==> src/rtl/wb_pkg.sv <==
// Shared types and constants for the GRF writeback arbiter and its aux FIFO.
package wb_pkg;

    localparam int REG_W  = 5;
    localparam int DATA_W = 32;

    typedef struct packed {
        logic              live;
        logic [REG_W-1:0]  wa;
        logic [DATA_W-1:0] wd;
        logic [DATA_W-1:0] pc;
    } wb_entry_t;

    localparam logic [REG_W-1:0] REG_ZERO = 5'd0;

endpackage

==> src/rtl/wb_aux_fifo.sv <==
// Aux writeback FIFO: circular storage with per-entry live bits, address kill
// and two address-match queries used as the pending scoreboard.
module wb_aux_fifo
    import wb_pkg::*;
#(
    parameter int  DEPTH = 4,
    localparam int AW    = $clog2(DEPTH)
) (
    input  logic              clk,
    input  logic              reset,
    input  logic              push_en,
    input  logic [REG_W-1:0]  push_wa,
    input  logic [DATA_W-1:0] push_wd,
    input  logic [DATA_W-1:0] push_pc,
    input  logic              pop_en,
    input  logic              kill_en,
    input  logic [REG_W-1:0]  kill_wa,
    input  logic [REG_W-1:0]  q1_addr,
    input  logic [REG_W-1:0]  q2_addr,
    output wb_entry_t         head_entry,
    output logic              empty,
    output logic              full,
    output logic [AW:0]       count,
    output logic              q1_match,
    output logic              q2_match,
    output logic [DEPTH-1:0]  kill_mask
);

    localparam logic [AW:0] FULL_CNT = (AW+1)'(DEPTH);

    logic [REG_W-1:0]  wa_mem [DEPTH];
    logic [DATA_W-1:0] wd_mem [DEPTH];
    logic [DATA_W-1:0] pc_mem [DEPTH];

    logic [DEPTH-1:0] live_q, live_d;
    logic [AW-1:0]    head_q, head_d;
    logic [AW-1:0]    tail_q, tail_d;
    logic [AW:0]      count_q, count_d;

    logic [DEPTH-1:0] kill_hit;
    logic [DEPTH-1:0] q1_hit;
    logic [DEPTH-1:0] q2_hit;

    // Vacated slots always have live=0, so live alone marks a pending write.
    for (genvar gi = 0; gi < DEPTH; gi++) begin : g_entry
        assign kill_hit[gi] = live_q[gi] && (wa_mem[gi] == kill_wa);
        assign q1_hit[gi]   = live_q[gi] && (wa_mem[gi] == q1_addr);
        assign q2_hit[gi]   = live_q[gi] && (wa_mem[gi] == q2_addr);
    end

    assign kill_mask = kill_en ? kill_hit : '0;
    assign q1_match  = (|q1_hit) && (q1_addr != REG_ZERO);
    assign q2_match  = (|q2_hit) && (q2_addr != REG_ZERO);

    assign empty      = (count_q == '0);
    assign full       = (count_q == FULL_CNT);
    assign count      = count_q;
    assign head_entry = '{live: live_q[head_q], wa: wa_mem[head_q],
                          wd: wd_mem[head_q], pc: pc_mem[head_q]};

    // Kill first, then pop, then push: a same-cycle push is younger than the killer.
    always_comb begin
        live_d  = live_q;
        head_d  = head_q;
        tail_d  = tail_q;
        count_d = count_q + {{AW{1'b0}}, push_en} - {{AW{1'b0}}, pop_en};
        if (kill_en) begin
            live_d = live_d & ~kill_hit;
        end
        if (pop_en) begin
            live_d[head_q] = 1'b0;
            head_d         = head_q + 1'b1;
        end
        if (push_en) begin
            live_d[tail_q] = 1'b1;
            tail_d         = tail_q + 1'b1;
        end
    end

    always_ff @(posedge clk) begin
        if (reset) begin
            live_q  <= '0;
            head_q  <= '0;
            tail_q  <= '0;
            count_q <= '0;
        end else begin
            live_q  <= live_d;
            head_q  <= head_d;
            tail_q  <= tail_d;
            count_q <= count_d;
        end
    end

    always_ff @(posedge clk) begin
        if (push_en) begin
            wa_mem[tail_q] <= push_wa;
            wd_mem[tail_q] <= push_wd;
            pc_mem[tail_q] <= push_pc;
        end
    end

endmodule

==> src/rtl/grf_wb_arbiter.sv <==
// GRF write-port producer: fixed-priority pipeline writeback merged with a
// buffered aux source. Optional trace output under macro WB_TRACE_EN.
module grf_wb_arbiter
    import wb_pkg::*;
#(
    parameter int  DEPTH = 4,
    localparam int AW    = $clog2(DEPTH)
) (
    input  logic              clk,
    input  logic              reset,
    input  logic              pipe_we,
    input  logic [REG_W-1:0]  pipe_wa,
    input  logic [DATA_W-1:0] pipe_wd,
    input  logic [DATA_W-1:0] pipe_pc,
    input  logic              aux_valid,
    input  logic [REG_W-1:0]  aux_wa,
    input  logic [DATA_W-1:0] aux_wd,
    input  logic [DATA_W-1:0] aux_pc,
    output logic              aux_ready,
    output logic              grf_we,
    output logic [REG_W-1:0]  grf_wa,
    output logic [DATA_W-1:0] grf_wd,
    output logic [DATA_W-1:0] grf_pc,
    input  logic [REG_W-1:0]  rs_addr,
    input  logic [REG_W-1:0]  rt_addr,
    output logic              rs_pending,
    output logic              rt_pending,
    output logic [AW:0]       pending_cnt
);

    logic              pipe_valid;
    logic              aux_push;
    logic              fifo_pop;
    logic              fifo_empty;
    logic              fifo_full;
    wb_entry_t         head_entry;
    logic [DEPTH-1:0]  kill_mask;

    logic              grf_we_q, grf_we_d;
    logic [REG_W-1:0]  grf_wa_q, grf_wa_d;
    logic [DATA_W-1:0] grf_wd_q, grf_wd_d;
    logic [DATA_W-1:0] grf_pc_q, grf_pc_d;

    assign pipe_valid = pipe_we && (pipe_wa != REG_ZERO);
    // Ready comes from state only; a full FIFO refuses even while popping.
    assign aux_ready  = !fifo_full;
    assign aux_push   = aux_valid && !fifo_full && (aux_wa != REG_ZERO);
    assign fifo_pop   = !pipe_valid && !fifo_empty;

    wb_aux_fifo #(.DEPTH(DEPTH)) u_fifo (
        .clk        (clk),
        .reset      (reset),
        .push_en    (aux_push),
        .push_wa    (aux_wa),
        .push_wd    (aux_wd),
        .push_pc    (aux_pc),
        .pop_en     (fifo_pop),
        .kill_en    (pipe_valid),
        .kill_wa    (pipe_wa),
        .q1_addr    (rs_addr),
        .q2_addr    (rt_addr),
        .head_entry (head_entry),
        .empty      (fifo_empty),
        .full       (fifo_full),
        .count      (pending_cnt),
        .q1_match   (rs_pending),
        .q2_match   (rt_pending),
        .kill_mask  (kill_mask)
    );

    // Stale heads are popped without a write; address/data hold when idle.
    always_comb begin
        grf_we_d = 1'b0;
        grf_wa_d = grf_wa_q;
        grf_wd_d = grf_wd_q;
        grf_pc_d = grf_pc_q;
        if (pipe_valid) begin
            grf_we_d = 1'b1;
            grf_wa_d = pipe_wa;
            grf_wd_d = pipe_wd;
            grf_pc_d = pipe_pc;
        end else if (!fifo_empty && head_entry.live) begin
            grf_we_d = 1'b1;
            grf_wa_d = head_entry.wa;
            grf_wd_d = head_entry.wd;
            grf_pc_d = head_entry.pc;
        end
    end

    always_ff @(posedge clk) begin
        if (reset) begin
            grf_we_q <= 1'b0;
            grf_wa_q <= '0;
            grf_wd_q <= '0;
            grf_pc_q <= '0;
        end else begin
            grf_we_q <= grf_we_d;
            grf_wa_q <= grf_wa_d;
            grf_wd_q <= grf_wd_d;
            grf_pc_q <= grf_pc_d;
        end
    end

    assign grf_we = grf_we_q;
    assign grf_wa = grf_wa_q;
    assign grf_wd = grf_wd_q;
    assign grf_pc = grf_pc_q;

`ifdef WB_TRACE_EN
    always_ff @(posedge clk) begin
        if (!reset) begin
            if (grf_we_q) begin
                $display("@%h: $%0d <= %h", grf_pc_q, grf_wa_q, grf_wd_q);
            end
            for (int i = 0; i < DEPTH; i++) begin
                if (kill_mask[i]) begin
                    $display("KILL $%0d", pipe_wa);
                end
            end
        end
    end
`else
    logic unused_kill_mask;
    assign unused_kill_mask = |kill_mask;
`endif

endmodule

==> config.mk <==
export PLATFORM = sky130hd
export DESIGN_NAME = grf_wb_arbiter
export DESIGN_NICKNAME = d
export VERILOG_FILES = /design/src/rtl/wb_pkg.sv /design/src/rtl/wb_aux_fifo.sv /design/src/rtl/grf_wb_arbiter.sv
export SDC_FILE = /design/constraint.sdc
export NUM_CORES = 1
export LEC_CHECK = 0
export CORE_ASPECT_RATIO = 0.8
export CORE_MARGIN = 2
export CORE_UTILIZATION = 54
export DETAILED_ROUTE_END_ITERATION = 10
export GPL_TIMING_DRIVEN = 0
export PLACE_DENSITY = 0.88
export REMOVE_ABC_BUFFERS = 1
export SLEW_MARGIN = 20
export SYNTH_ARGS = -nofsm -noshare
export SYNTH_HDL_FRONTEND = slang
export SYNTH_HIERARCHICAL = 1
export SYNTH_SLANG_ARGS = --single-unit
==> constraint.sdc <==
create_clock -name clk -period 4.6 [get_ports clk]
set_input_delay 1.38 -clock clk [delete_from_list [all_inputs] [get_ports clk]]
set_output_delay 1.38 -clock clk [all_outputs]
set_load 0.02 [all_outputs]
# Yosys cells after proc, flatten, opt, wreduce, memory -nomap -nowiden
# Memories as Yosys holds them, arrays and structs flattened. A register that Yosys moved wholly into a read port is not among the register bits.
# Cells that the tools add are included.
word_totals:
  output_inout_bits: 76
  romBits: 0
  ramBits: 276
  n_memories: 3
  latch_bits: 0
  reg_bits: 81
  wordCells: 94
classes:
  shifts: 0
  bitwise: 5
  add_sub_neg: 4
  order_cmp: 4
  n_eq_ne: 13
  div_mod_pow: 0
  reduce_logical: 32
  muxes: 25
  multipliers: 0
memory_table:
  columns: ["memory", "depth", "width", "read_ports", "rd_ports_with_merged_regs", "wr", "line", "text"]
  rows:
  - ["u_fifo.pc_mem", 4, 32, 1, 1, 1, "wb_aux_fifo.sv:33", "logic [DATA_W-1:0] pc_mem [DEPTH];"]
  - ["u_fifo.wd_mem", 4, 32, 1, 1, 1, "wb_aux_fifo.sv:32", "logic [DATA_W-1:0] wd_mem [DEPTH];"]
  - ["u_fifo.wa_mem", 4, 5, 5, 1, 1, "wb_aux_fifo.sv:31", "logic [REG_W-1:0] wa_mem [DEPTH];"]
op_table:
  columns: ["operator", "n"]
  rows:
  - ["$mux W32", 4]
  - ["$eq A5 B5 Y1", 12]
  - ["$logic_and A1 B1 Y1", 21]
  - ["$reduce_bool A5 Y1", 4]
  - ["$mux W2", 6]
  - ["$mux W4", 3]
  - ["$mux W5", 2]
  - ["$and A4 B4 Y4", 2]
  - ["$not A4 Y4", 2]
  - ["$reduce_or A4 Y1", 2]
  - ["$mux W1", 7]
  - ["$lt A2 B3 Y1 const B", 2]
  - ["$add A2 B1 Y2 const B", 2]
  - ["$demux W1 S2", 2]
  - ["$ge A2 B1 Y1 const B", 2]
  - ["$or A4 B4 Y4", 1]
  - ["$add A3 B1 Y3", 1]
  - ["$eq A3 B3 Y1 const B", 1]
  - ["$logic_not A1 Y1", 3]
  - ["$logic_not A3 Y1", 1]
  - ["$sub A3 B1 Y3", 1]
  - ["$bmux W1 S2", 1]
  - ["$reduce_bool A2 Y1", 1]

# Depth between registers and ports, before layout
depth:
  ltp_word: 9
  ltp_mapped: 12

# By module
# Netlist, hierarchy kept.
modules_own_cells:
  columns: ["module", "area_each_um2", "cells_per_inst", "instances"]
  rows:
  - ["wb_aux_fifo", 11395.9, 535, 1]
  - ["grf_wb_arbiter", 3691.0, 333, 1]

# Worst setup path before layout
# No wires, ideal clock.
synth_path:
  kind: "input to register"
  from: "input aux_wa[1]"
  to: "memory u_fifo.pc_mem[0][0], enable pin"
  setup_ns: 0.435
  n_path_buf: 0
  arrival_ns: 3.393
  path_slack_ns: 0.772
  cell_stages: 3
  path_cell_list: "or3_1 o311a_1 and2_1"
synth_via:
  elab_chain_len: 4
synth_lines:
  columns: ["item", "line", "text"]
  rows:
  - ["start, declared", "grf_wb_arbiter.sv:16", "input logic [REG_W-1:0] aux_wa,"]
  - ["$reduce_bool A5 Y1", "grf_wb_arbiter.sv:47", "assign aux_push = aux_valid && !fifo_full && (aux_wa != REG_ZERO);"]
  - ["$logic_and A1 B1 Y1", "grf_wb_arbiter.sv:47", null]
  - ["named net aux_push", "grf_wb_arbiter.sv:32", "logic aux_push;"]
  - ["$mux W1", "wb_aux_fifo.sv:95", "if (push_en) begin"]
  - ["$mux W1 (implied by the code)", "wb_aux_fifo.sv:98", "pc_mem[tail_q] <= push_pc;"]
  - ["end, declared", "wb_aux_fifo.sv:33", null]
# The timed path passes the listed nets, and every way through them passes these cells.

# Worst setup path in the final report
layout_path:
  from: "input rs_addr[0]"
  to: "output rs_pending"
layout_via:
  elab_chain_len: 4
  word_cells_on_any_way: 11
  classes_between: "eq/ne: 4; reduce/logical: 7"
layout_lines:
  columns: ["item", "line", "text"]
  rows:
  - ["start, declared", "grf_wb_arbiter.sv:24", "input logic [REG_W-1:0] rs_addr,"]
  - ["$eq A5 B5 Y1", "wb_aux_fifo.sv:47", "assign q1_hit[gi] = live_q[gi] && (wa_mem[gi] == q1_addr);"]
  - ["$logic_and A1 B1 Y1", "wb_aux_fifo.sv:47", null]
  - ["$reduce_or A4 Y1", "wb_aux_fifo.sv:52", "assign q1_match = (|q1_hit) && (q1_addr != REG_ZERO);"]
  - ["$logic_and A1 B1 Y1 *", "wb_aux_fifo.sv:52", null]
  - ["end, declared", "grf_wb_arbiter.sv:26", "output logic rs_pending,"]
# Mark *: on every way between the ends. The rest lies on a longest branch, timed or not.

==> results.txt <==
The run finished with clean final reports. The cell with the largest stage delay on the worst path is sky130_fd_sc_hd__dlygate4sd2_1. Clock skew on the completed layout was measured at 0.0136 ns.

Stage delay of the slowest cell on the critical path: 0.33 ns. The arrival time at the worst endpoint was 2.98 ns. The count of final max-slew check failures came out at 0. The critical path is of the primary input to primary output type.

In this run the vertical extent of the chip is 153 µm. The launch point of the worst reg-to-reg path was u_fifo/count[1]. The routability-driven placement congestion ratio was 0.888. Sequential share of power: 44.3%.

The run gives 23.9% as the overall global routing resource usage. The worst path needs 4.36 ns of the cycle, external delays included. The analysis attributes to cell leakage a power of 6.17 nW. IR analysis of the VDD net gives a maximum drop of 261 µV. Count of buffers inserted at the top-level ports: 227.

The detailed router's first-iteration violation count was 770. The maximum fanout encountered on the critical timing path is 5, and the number of warnings printed during yosys synthesis is 6. In this run the standard cell core region covers 27400 µm². The number of hold buffers added after CTS was 0. The cell that appears most often on the critical path is sky130_fd_sc_hd__dlygate4sd2_1.

The logs give 0 for the number of hold-slack violations in the final timing report and 6.79 mW for the internal power. The path category of the worst min-delay check was flop to flop. The area growth from synthesis to layout is 26.9%.

The logs give 29200 µm² for the area of the die and 32.3% for the clock share of power. The count of maximum capacitance violations is 0, and the maximum number of pins on one net before global-route repair is 61. Dividing the detail-routed wire length by the instance count gives 23.7 µm.

The standard-cell row count came out at 54. TritonCTS built the clock tree. The critical path goes through dlygate4sd2_1, xor2_1, nor4_1, nand3_1, nand4_1, o21a_1, dlygate4sd2_1. The logs give 3 for the number of antenna violations at the first check in global routing and 1398 for the number of placed cells counting well taps.

Startpoint of the worst hold path: grf_wa[4]. Counting every instance in the synthesized netlist gives 860. The global-route wire length before repair is 53000 µm. The worst register-to-register path has a depth of 10. The tightest hold path in the finished design has a slack of 0.556 ns. The post-route netlist has 20.3% of its cells at a drive strength greater than 1. The tools report the sum of overflow across all layers after global routing as 0. The non-filler instance count after layout came out at 1479. The endpoint identified for the worst register-to-register timing path is u_fifo/count[2]. In this run the deepest clock path goes through 3 buffers. The logs give 1756 for the total of fill cells in the finished design and 0 ns for the setup TNS. The worst hold path was traced through 2 stages. CTS saw 359 sinks. The net count of the finished layout is 1246. The number of optimization iterations in the first detailed-route pass was 5; the mean area per synthesized cell was 17.5 µm². The run gives 0.51 ns as the insertion delay to the later sink of the worst-skew pair. Placed standard-cell area: 17800 µm². At the worst endpoint, the required time is 3.22 ns. The count of nets left with antenna violations once routing finished came out at 0. After detailed routing, the number of vias per cell comes to 5.95. The initial utilization of the core area, before any placement, comes to 55.0%.

For the detailed-route DRC error count, the log shows 0. The worst setup path is captured at a primary output. The share of the clock period used by the worst path after layout was 94.8%. Clock tree synthesis inserted a total of 37 buffers. For this block, the routed nets add up to 35000 µm of wire.

In this run the power density over the cells is 486 nW/µm². The floorplan step set the die width to 191 µm. Measured on the finished design, the core utilization comes to 69.8%. The relative slew slack is 55.1%, and the net load switching power is 2.49 mW.

The slew at the pin with the worst max-slew slack was 0.672 ns; the worst setup slack for register-to-register paths was 2.09 ns. Final number of setup-violating endpoints: 0. Detailed routing inserted a total of 8806 vias. Clock-pin slew on the worst setup and hold paths: 0.06 ns. The clock tree synthesis step divided the H-tree into 2 levels. STA classifies the critical path startpoint as a primary input. The run gives 9058 as the number of global-route vias before repair.

The root buffer cell chosen for the clock tree is sky130_fd_sc_hd__clkbuf_16. The maximum clock frequency was 229 MHz. For the post-synthesis instance area, the log shows 15100 µm². During I/O placement, the number of pins put on the boundary was 228. The switching share of power is 26.8%, and the final non-filler cell area is 19100 µm².

The HPWL reported at the end of detailed placement is 22100 µm. Setup repair after global routing left no endpoint under its margin. Per report_power, the combinational group accounts for 23.4% of the total. The family with the most delay on the worst path was buffers and inverters. The worst-case hold path end point was grf_wa[4]. The number of buffers and inverters on the critical path is 2.
## sequential cells by signal, summed over array words and instances, names as in the netlist, named ones only
name and flops:
grf_pc 32, grf_wa 5, grf_wd 32, grf_we 1, u_fifo/count 3, u_fifo/head_q 2
u_fifo/live_q 4, u_fifo/pc_mem 128, u_fifo/tail_q 2, u_fifo/wa_mem 20, u_fifo/wd_mem 128
## cell type report
class,instances,area (µm²),share of cell area [%]
diodes,4,10.0,0.0524
clock buffers,52,1060,5.57
clock inverters,15,161,0.845
inverters,12,50.0,0.262
multi-input cells,418,4690,24.6
flip-flops and latches,359,9960,52.1
well taps,364,455,2.38
repair buffers,255,2720,14.2
## layout by cell type (no fill, tap or decap), types with 5 or more instances in the layout
master and count:
sky130_fd_sc_hd__mux2i_1 71, sky130_fd_sc_hd__inv_1 9, sky130_fd_sc_hd__clkbuf_8 6, sky130_fd_sc_hd__clkbuf_1 8, sky130_fd_sc_hd__nand3_1 16, sky130_fd_sc_hd__xor2_1 49
sky130_fd_sc_hd__nor4_1 9, sky130_fd_sc_hd__dfxtp_1 81, sky130_fd_sc_hd__dlygate4sd2_1 10, sky130_fd_sc_hd__nor2_1 11, sky130_fd_sc_hd__clkdlybuf4s50_1 210, sky130_fd_sc_hd__buf_4 11
sky130_fd_sc_hd__buf_16 7, sky130_fd_sc_hd__xnor2_1 15, sky130_fd_sc_hd__dlymetal6s2s_1 5, sky130_fd_sc_hd__clkbuf_16 38, sky130_fd_sc_hd__a211oi_2 50, sky130_fd_sc_hd__clkinv_2 7
sky130_fd_sc_hd__ha_1 10, sky130_fd_sc_hd__buf_12 7, sky130_fd_sc_hd__o31ai_1 5, sky130_fd_sc_hd__mux4_2 70, sky130_fd_sc_hd__edfxtp_1 276, sky130_fd_sc_hd__a211oi_1 78
## metrics by stage
| step | total power [mW] | setup WS (ns) |
|---|---|---|
| 6_report | 9.28 | 0.241 |
| 5_1_grt | 9.62 | 0.117 |
| 4_1_cts | 9.35 | 0.0119 |
| 3_5_place_dp | 6.34 | -1.12 |
| 3_3_place_gp | 6.39 | -5.92 |
| 2_1_floorplan | 5.58 | -2.29 |
## power groups by stage
stage / clock, mW / combinational, mW / sequential [mW]
6_report: 3.00 / 2.17 / 4.11
3_5_place_dp: 0 / 2.16 / 4.18
4_1_cts: 3.05 / 2.18 / 4.12
2_1_floorplan: 0 / 1.26 / 4.32
5_1_grt: 3.16 / 2.31 / 4.15
3_3_place_gp: 0 / 2.05 / 4.34
## tightest hold or removal path, cell delays in order, from the launching register on
cell                      delay (ns)
sky130_fd_sc_hd__dfxtp_1        0.31
sky130_fd_sc_hd__mux2i_1        0.12
sky130_fd_sc_hd__o31ai_1        0.08
## layer usage
layer  vias up  track usage (%)  share of wire, %
met5         -                0                 0
met4         0             6.87               2.3
met3        64             5.51               8.2
met2       394             38.0                47
met1      4431             33.2                42
li1       3917                -                 -
## how the worst max path moves through the flow
stage	start	end	slack, ns	cells past startpoint
global route	rs_addr[2]	rs_pending	0.12	7
global placement	pipe_wa[1]	u_fifo/count[2]	-5.92	13
floorplan	pipe_wa[1]	u_fifo/count[2]	-2.29	12
finish	rs_addr[0]	rs_pending	0.24	7
detailed placement	pipe_wa[1]	u_fifo/count[2]	-1.12	15
CTS	rt_addr[1]	rt_pending	0.01	7
## repair_timing
item / 4_1_cts / 5_1_grt
endpoints found under the setup margin: 4 / 3
pin swaps: 1 / 0
gates cloned: 1 / 0
buffers inserted: 1 / 8
gates resized for setup: 14 / 9
No activity file was read; power rests on OpenSTA's default activity.
